[config.mk]
export PLATFORM = sky130hd
export DESIGN_NAME = bin_to_bcd_seq_display
export DESIGN_NICKNAME = d
export VERILOG_FILES = /design/src/rtl/bcd_display_pkg.sv /design/src/rtl/dabble_add3.sv /design/src/rtl/seven_segment_driver.sv /design/src/rtl/bin_to_bcd_seq_display.sv
export SDC_FILE = /design/constraint.sdc
export NUM_CORES = 1
export LEC_CHECK = 0
export ABC_AREA = 1
export BUFFER_PORTS_ARGS = -buffer_cell sky130_fd_sc_hd__buf_2
export CORE_MARGIN = 2
export CORE_UTILIZATION = 51
export DETAILED_ROUTE_END_ITERATION = 16
export GPL_ROUTABILITY_DRIVEN = 0
export PLACE_DENSITY = 0.76
export SLEW_MARGIN = 0
export SYNTH_ARGS = -nofsm -noshare
export SYNTH_HDL_FRONTEND = slang
export SYNTH_HIERARCHICAL = 1
export SYNTH_SLANG_ARGS = --single-unit
[constraint.sdc]
create_clock -name clk -period 3.5 [get_ports clk]
set_clock_uncertainty 0.2 [all_clocks]
set_input_delay 0.525 -clock clk [delete_from_list [all_inputs] [get_ports clk]]
set_output_delay 0.525 -clock clk [all_outputs]
set_load 0.01 [all_outputs]
[src/rtl/bcd_display_pkg.sv]
// Shared types and constants for the sequential binary-to-BCD display path.
package bcd_display_pkg;

    typedef enum logic {
        IDLE  = 1'b0,
        SHIFT = 1'b1
    } conv_state_t;

    localparam logic [6:0] SEG_BLANK = 7'h7F;

    // Active-low {g,f,e,d,c,b,a} codes for decimal digits
    localparam logic [6:0] SEG_0 = 7'h40;
    localparam logic [6:0] SEG_1 = 7'h79;
    localparam logic [6:0] SEG_2 = 7'h24;
    localparam logic [6:0] SEG_3 = 7'h30;
    localparam logic [6:0] SEG_4 = 7'h19;
    localparam logic [6:0] SEG_5 = 7'h12;
    localparam logic [6:0] SEG_6 = 7'h02;
    localparam logic [6:0] SEG_7 = 7'h78;
    localparam logic [6:0] SEG_8 = 7'h00;
    localparam logic [6:0] SEG_9 = 7'h10;

    // Smallest number of decimal digits able to hold 2**width-1
    function automatic int digits_needed(input int width);
        longint unsigned max_v;
        longint unsigned pow_v;
        int              d;
        max_v = (64'd1 << width) - 64'd1;
        pow_v = 64'd1;
        d     = 0;
        for (int i = 0; i < 20; i++) begin
            if (pow_v <= max_v) begin
                pow_v = pow_v * 64'd10;
                d     = d + 1;
            end else begin
                d     = d;
            end
        end
        return d;
    endfunction

endpackage

[src/rtl/dabble_add3.sv]
// Double-dabble nibble correction: adds 3 to any BCD nibble of 5 or more.
module dabble_add3 (
    input  logic [3:0] nib_in,
    output logic [3:0] nib_out
);

    assign nib_out = (nib_in >= 4'd5) ? (nib_in + 4'd3) : nib_in;

endmodule

[src/rtl/seven_segment_driver.sv]
// Single-digit BCD to active-low seven-segment decoder; non-decimal nibbles blank.
module seven_segment_driver
    import bcd_display_pkg::*;
(
    input  logic [3:0] digit,
    output logic [6:0] seg
);

    // Digit lookup
    always_comb begin
        seg = SEG_BLANK;
        case (digit)
            4'd0:    seg = SEG_0;
            4'd1:    seg = SEG_1;
            4'd2:    seg = SEG_2;
            4'd3:    seg = SEG_3;
            4'd4:    seg = SEG_4;
            4'd5:    seg = SEG_5;
            4'd6:    seg = SEG_6;
            4'd7:    seg = SEG_7;
            4'd8:    seg = SEG_8;
            4'd9:    seg = SEG_9;
            default: seg = SEG_BLANK;
        endcase
    end

endmodule

[src/rtl/bin_to_bcd_seq_display.sv]
// Iterative shift-and-add-3 binary-to-BCD converter driving DIGITS seven-segment displays.
// Optional macro LEADING_ZERO_BLANK_EN blanks leading zero digits on the display only.
module bin_to_bcd_seq_display
    import bcd_display_pkg::*;
#(
    parameter int WIDTH  = 8,
    parameter int DIGITS = 3
) (
    input  logic                  clk,
    input  logic                  rst_n,
    input  logic                  start,
    input  logic [WIDTH-1:0]      bin,
    output logic                  busy,
    output logic                  done,
    output logic [4*DIGITS-1:0]   bcd,
    output logic [7*DIGITS-1:0]   seg
);

    localparam int BCD_W  = 4 * DIGITS;
    localparam int WORK_W = BCD_W + WIDTH;
    localparam int CNT_W  = $clog2(WIDTH) + 1;
    localparam logic [CNT_W-1:0] CNT_LAST = CNT_W'(WIDTH - 1);
    localparam logic [CNT_W-1:0] CNT_ONE  = CNT_W'(1);

    if (WIDTH < 1 || WIDTH > 32) begin : g_bad_width
        $error("bin_to_bcd_seq_display: WIDTH must be within 1..32");
    end
    if (DIGITS < digits_needed(WIDTH)) begin : g_bad_digits
        $error("bin_to_bcd_seq_display: DIGITS too small for WIDTH");
    end

    conv_state_t        state_r, state_nxt_s;
    logic [WORK_W-1:0]  work_r, work_nxt_s;
    logic [WORK_W-1:0]  adjusted_s, shifted_s;
    logic [CNT_W-1:0]   cnt_r, cnt_nxt_s;
    logic [BCD_W-1:0]   bcd_r, bcd_nxt_s;
    logic               busy_r, busy_nxt_s;
    logic               done_r, done_nxt_s;
    logic [DIGITS-1:0]  blank_s;

    // The binary part passes through untouched; each BCD nibble gets corrected before the shift
    assign adjusted_s[WIDTH-1:0] = work_r[WIDTH-1:0];
    for (genvar i = 0; i < DIGITS; i++) begin : g_dabble
        dabble_add3 u_add3 (
            .nib_in  (work_r[WIDTH+4*i +: 4]),
            .nib_out (adjusted_s[WIDTH+4*i +: 4])
        );
    end
    assign shifted_s = {adjusted_s[WORK_W-2:0], 1'b0};

    // Next-state and register-update logic
    always_comb begin
        state_nxt_s = state_r;
        work_nxt_s  = work_r;
        cnt_nxt_s   = cnt_r;
        bcd_nxt_s   = bcd_r;
        busy_nxt_s  = busy_r;
        done_nxt_s  = 1'b0;
        case (state_r)
            IDLE: begin
                if (start) begin
                    work_nxt_s  = {{BCD_W{1'b0}}, bin};
                    cnt_nxt_s   = '0;
                    busy_nxt_s  = 1'b1;
                    state_nxt_s = SHIFT;
                end else begin
                    state_nxt_s = IDLE;
                end
            end
            SHIFT: begin
                work_nxt_s = shifted_s;
                cnt_nxt_s  = cnt_r + CNT_ONE;
                if (cnt_r == CNT_LAST) begin
                    bcd_nxt_s   = shifted_s[WORK_W-1 -: BCD_W];
                    done_nxt_s  = 1'b1;
                    busy_nxt_s  = 1'b0;
                    state_nxt_s = IDLE;
                end else begin
                    state_nxt_s = SHIFT;
                end
            end
            default: begin
                busy_nxt_s  = 1'b0;
                state_nxt_s = IDLE;
            end
        endcase
    end

    // State and datapath registers
    always_ff @(posedge clk or negedge rst_n) begin
        if (!rst_n) begin
            state_r <= IDLE;
            work_r  <= '0;
            cnt_r   <= '0;
            bcd_r   <= '0;
            busy_r  <= 1'b0;
            done_r  <= 1'b0;
        end else begin
            state_r <= state_nxt_s;
            work_r  <= work_nxt_s;
            cnt_r   <= cnt_nxt_s;
            bcd_r   <= bcd_nxt_s;
            busy_r  <= busy_nxt_s;
            done_r  <= done_nxt_s;
        end
    end

    assign busy = busy_r;
    assign done = done_r;
    assign bcd  = bcd_r;

`ifdef LEADING_ZERO_BLANK_EN
    logic nonzero_s;

    // A digit blanks when it and every more significant digit are zero; digit 0 always shows
    always_comb begin
        blank_s   = '0;
        nonzero_s = 1'b0;
        for (int i = DIGITS - 1; i >= 1; i--) begin
            if (bcd_r[4*i +: 4] != 4'd0) begin
                nonzero_s = 1'b1;
            end else begin
                nonzero_s = nonzero_s;
            end
            blank_s[i] = ~nonzero_s;
        end
    end
`else
    assign blank_s = '0;
`endif

    for (genvar i = 0; i < DIGITS; i++) begin : g_digit
        logic [6:0] dec_s;
        seven_segment_driver u_drv (
            .digit (bcd_r[4*i +: 4]),
            .seg   (dec_s)
        );
        assign seg[7*i +: 7] = blank_s[i] ? SEG_BLANK : dec_s;
    end

endmodule

==> flow_summary.ini <==
[final_layout]
nNetsFinal = 427
diodes = 0
drive_above_1_share_pct = 19.7
regArea_um2 = 976
final_core_util_pct = 61.6
multi_input_area_um2 = 1330
area_growth_pct = 16.9
fin_cells = 462
final_cell_area_um2 = 2910
nFillCells = 429

[power]
peakVddDrop_mv = 0.451
p_leak_nw = 1.70
p_total_mw = 2.92
power_density_nw_per_um2 = 1000

[run_status]
status = finished, final reports clean

[clock_tree]
numCtsBuffers = 5
cts_tree = yes
cts_resized = 0
clk-insertion-delay-late_ns = 0.30
cts_setup_buffers = 0
cts_hold_buf = 0
clkTransAtPathRegs_ns = 0.08
root_buffer = clkbuf_8
clk_path_buf_depth = 2
cts.sink_count = 39
htreeDepth = 2

[place]
dp_cells = 454
numPortBuffers = 45
dp.final_hpwl_um = 3500
post_dp_cell_area_um2 = 2770

[routing]
maxUsedRoutingLayer = met4
route.detailed.drc = 0
vias = 2187
drt_wl_total_um = 4720
dr_wl_met3_um = 239
drt-met1-wl_um = 2280
first_pass_iters = 4
drtIter0Drc = 190
wl_per_cell_um = 10.2
antenna_left = 0
wl_met2_um = 2160
viasPerCell = 4.73

[sta]
clock.fmax_mhz = 441
hold_viol_final = 0
drv_slew = 0
rsz0062_at_grt = no
min_period_over_period_pct = 64.8
fin_crit_ns = 2.27
worst_slew_pin_slew_ns = 0.842
setup_tns_ns = 0
setup_violations = 0
slew_headroom_pct = 43.8

[critical_path]
worstSetupPathType = reg -> out
critical_path_peak_fanout = 7
crit_family = flip-flops
slowest_stage = dfrtp_1
critPathBufInv = 2
start_kind = flip-flop
path_cells = inv_1 > ha_1 > nand2_1 > nand3_1 > nand2_1 > buf_2
cp_slowest_stage_delay_ns = 0.49
critPathCaptureType = output pin
arrival_ns = 1.54
crit_top_cell = nand2_1
cp.required_ns = 2.77

[floorplanning]
dieArea_um2 = 5450
die_w_um = 73.9
rows = 25
ioPinCount = 46
start_util_pct = 52.7
core_area_um2 = 4720
chipHeight_um = 73.9

[global_routing]
grt_max_degree = 40
track_usage_pct = 18.9
grt_pass1_wl_um = 8130
overflow = 0
grt_pass1_vias = 1890
antenna_found_initial = 0

[worst_hold_path]
hold_path.class = in -> async

[job]
maxCapViolations = 0

[synth]
avgSynthCellArea_um2 = 7.15
syn-num-nets = 381
syn_area_um2 = 2490
yosys_warnings = 6
syn_inst = 348
final cells by class:
class | instances | area share (%)
tap | 67 | 2.88
sequential | 39 | 33.5
timing repair buffer | 46 | 8.00
clock buffer | 5 | 2.37
clock inverter | 3 | 2.32
multi-input combinational | 262 | 45.7
inverter | 40 | 5.16
cell usage in the layout (no fill, tap or decap), drive strengths merged:
cell and count:
nand2 163, clkinvlp 1, dfrtp 39, clkbuf 5
buf 46, nor2 20, nand3 41, bufinv 2
clkinv 1, a21oi 3, inv 39, o21ai 13
ha 22
worst register-to-register path: cells and delay by family, from the launching register on:
family | cells | cell delay, ns
buffers and inverters | 2 | 0.24
and+or+nand+nor | 3 | 1.04
adders and majority gates | 1 | 0.18
DFF | 1 | 0.39
per-stage QoR:
stage	hold slack, ns	setup WS (ns)
2_1_floorplan	0.0294	1.68
3_3_place_gp	0.265	1.43
3_5_place_dp	0.259	1.36
4_1_cts	0.150	1.23
5_1_grt	0.196	1.05
6_report	0.128	1.23
sequential cells by signal (all words and copies together) (netlist names):
name / flops
work_r: 20
bcd: 12
cnt_r: 4
busy: 1
done: 1
state_r: 1
path summary, 6_finish.rpt:
kind                                   startpoint  slack, ns  cells past startpoint                endpoint
min                                         rst_n       0.13                      1  work_r[10]$_DFFE_PN0P_
min in group clk                           bin[0]       0.22                      3   work_r[0]$_DFFE_PN0P_
max in group asynchronous                   rst_n       2.44                      1    cnt_r[2]$_DFFE_PN0P_
min reg2reg                work_r[19]$_DFFE_PN0P_       0.28                      2  work_r[19]$_DFFE_PN0P_
max                            bcd[9]$_DFFE_PN0P_       1.23                      6                 seg[17]
max reg2reg                  cnt_r[0]$_DFFE_PN0P_       1.36                      6       state_r$_DFF_PN0_
per-layer routing:
metal  vias up  track usage (%)
li1       1164                -
met1       959             25.3
met2        59             31.5
met3         5             4.39
met4         0             3.64
met5         -                0
report_power, final:
part / internal (mW) / switching [mW]
Combinational: 0.612 / 0.980
Clock: 0.284 / 0.160
Sequential: 0.644 / 0.244
Total: 1.54 / 1.38
Note: power is estimated with default switching activity, not from simulation.
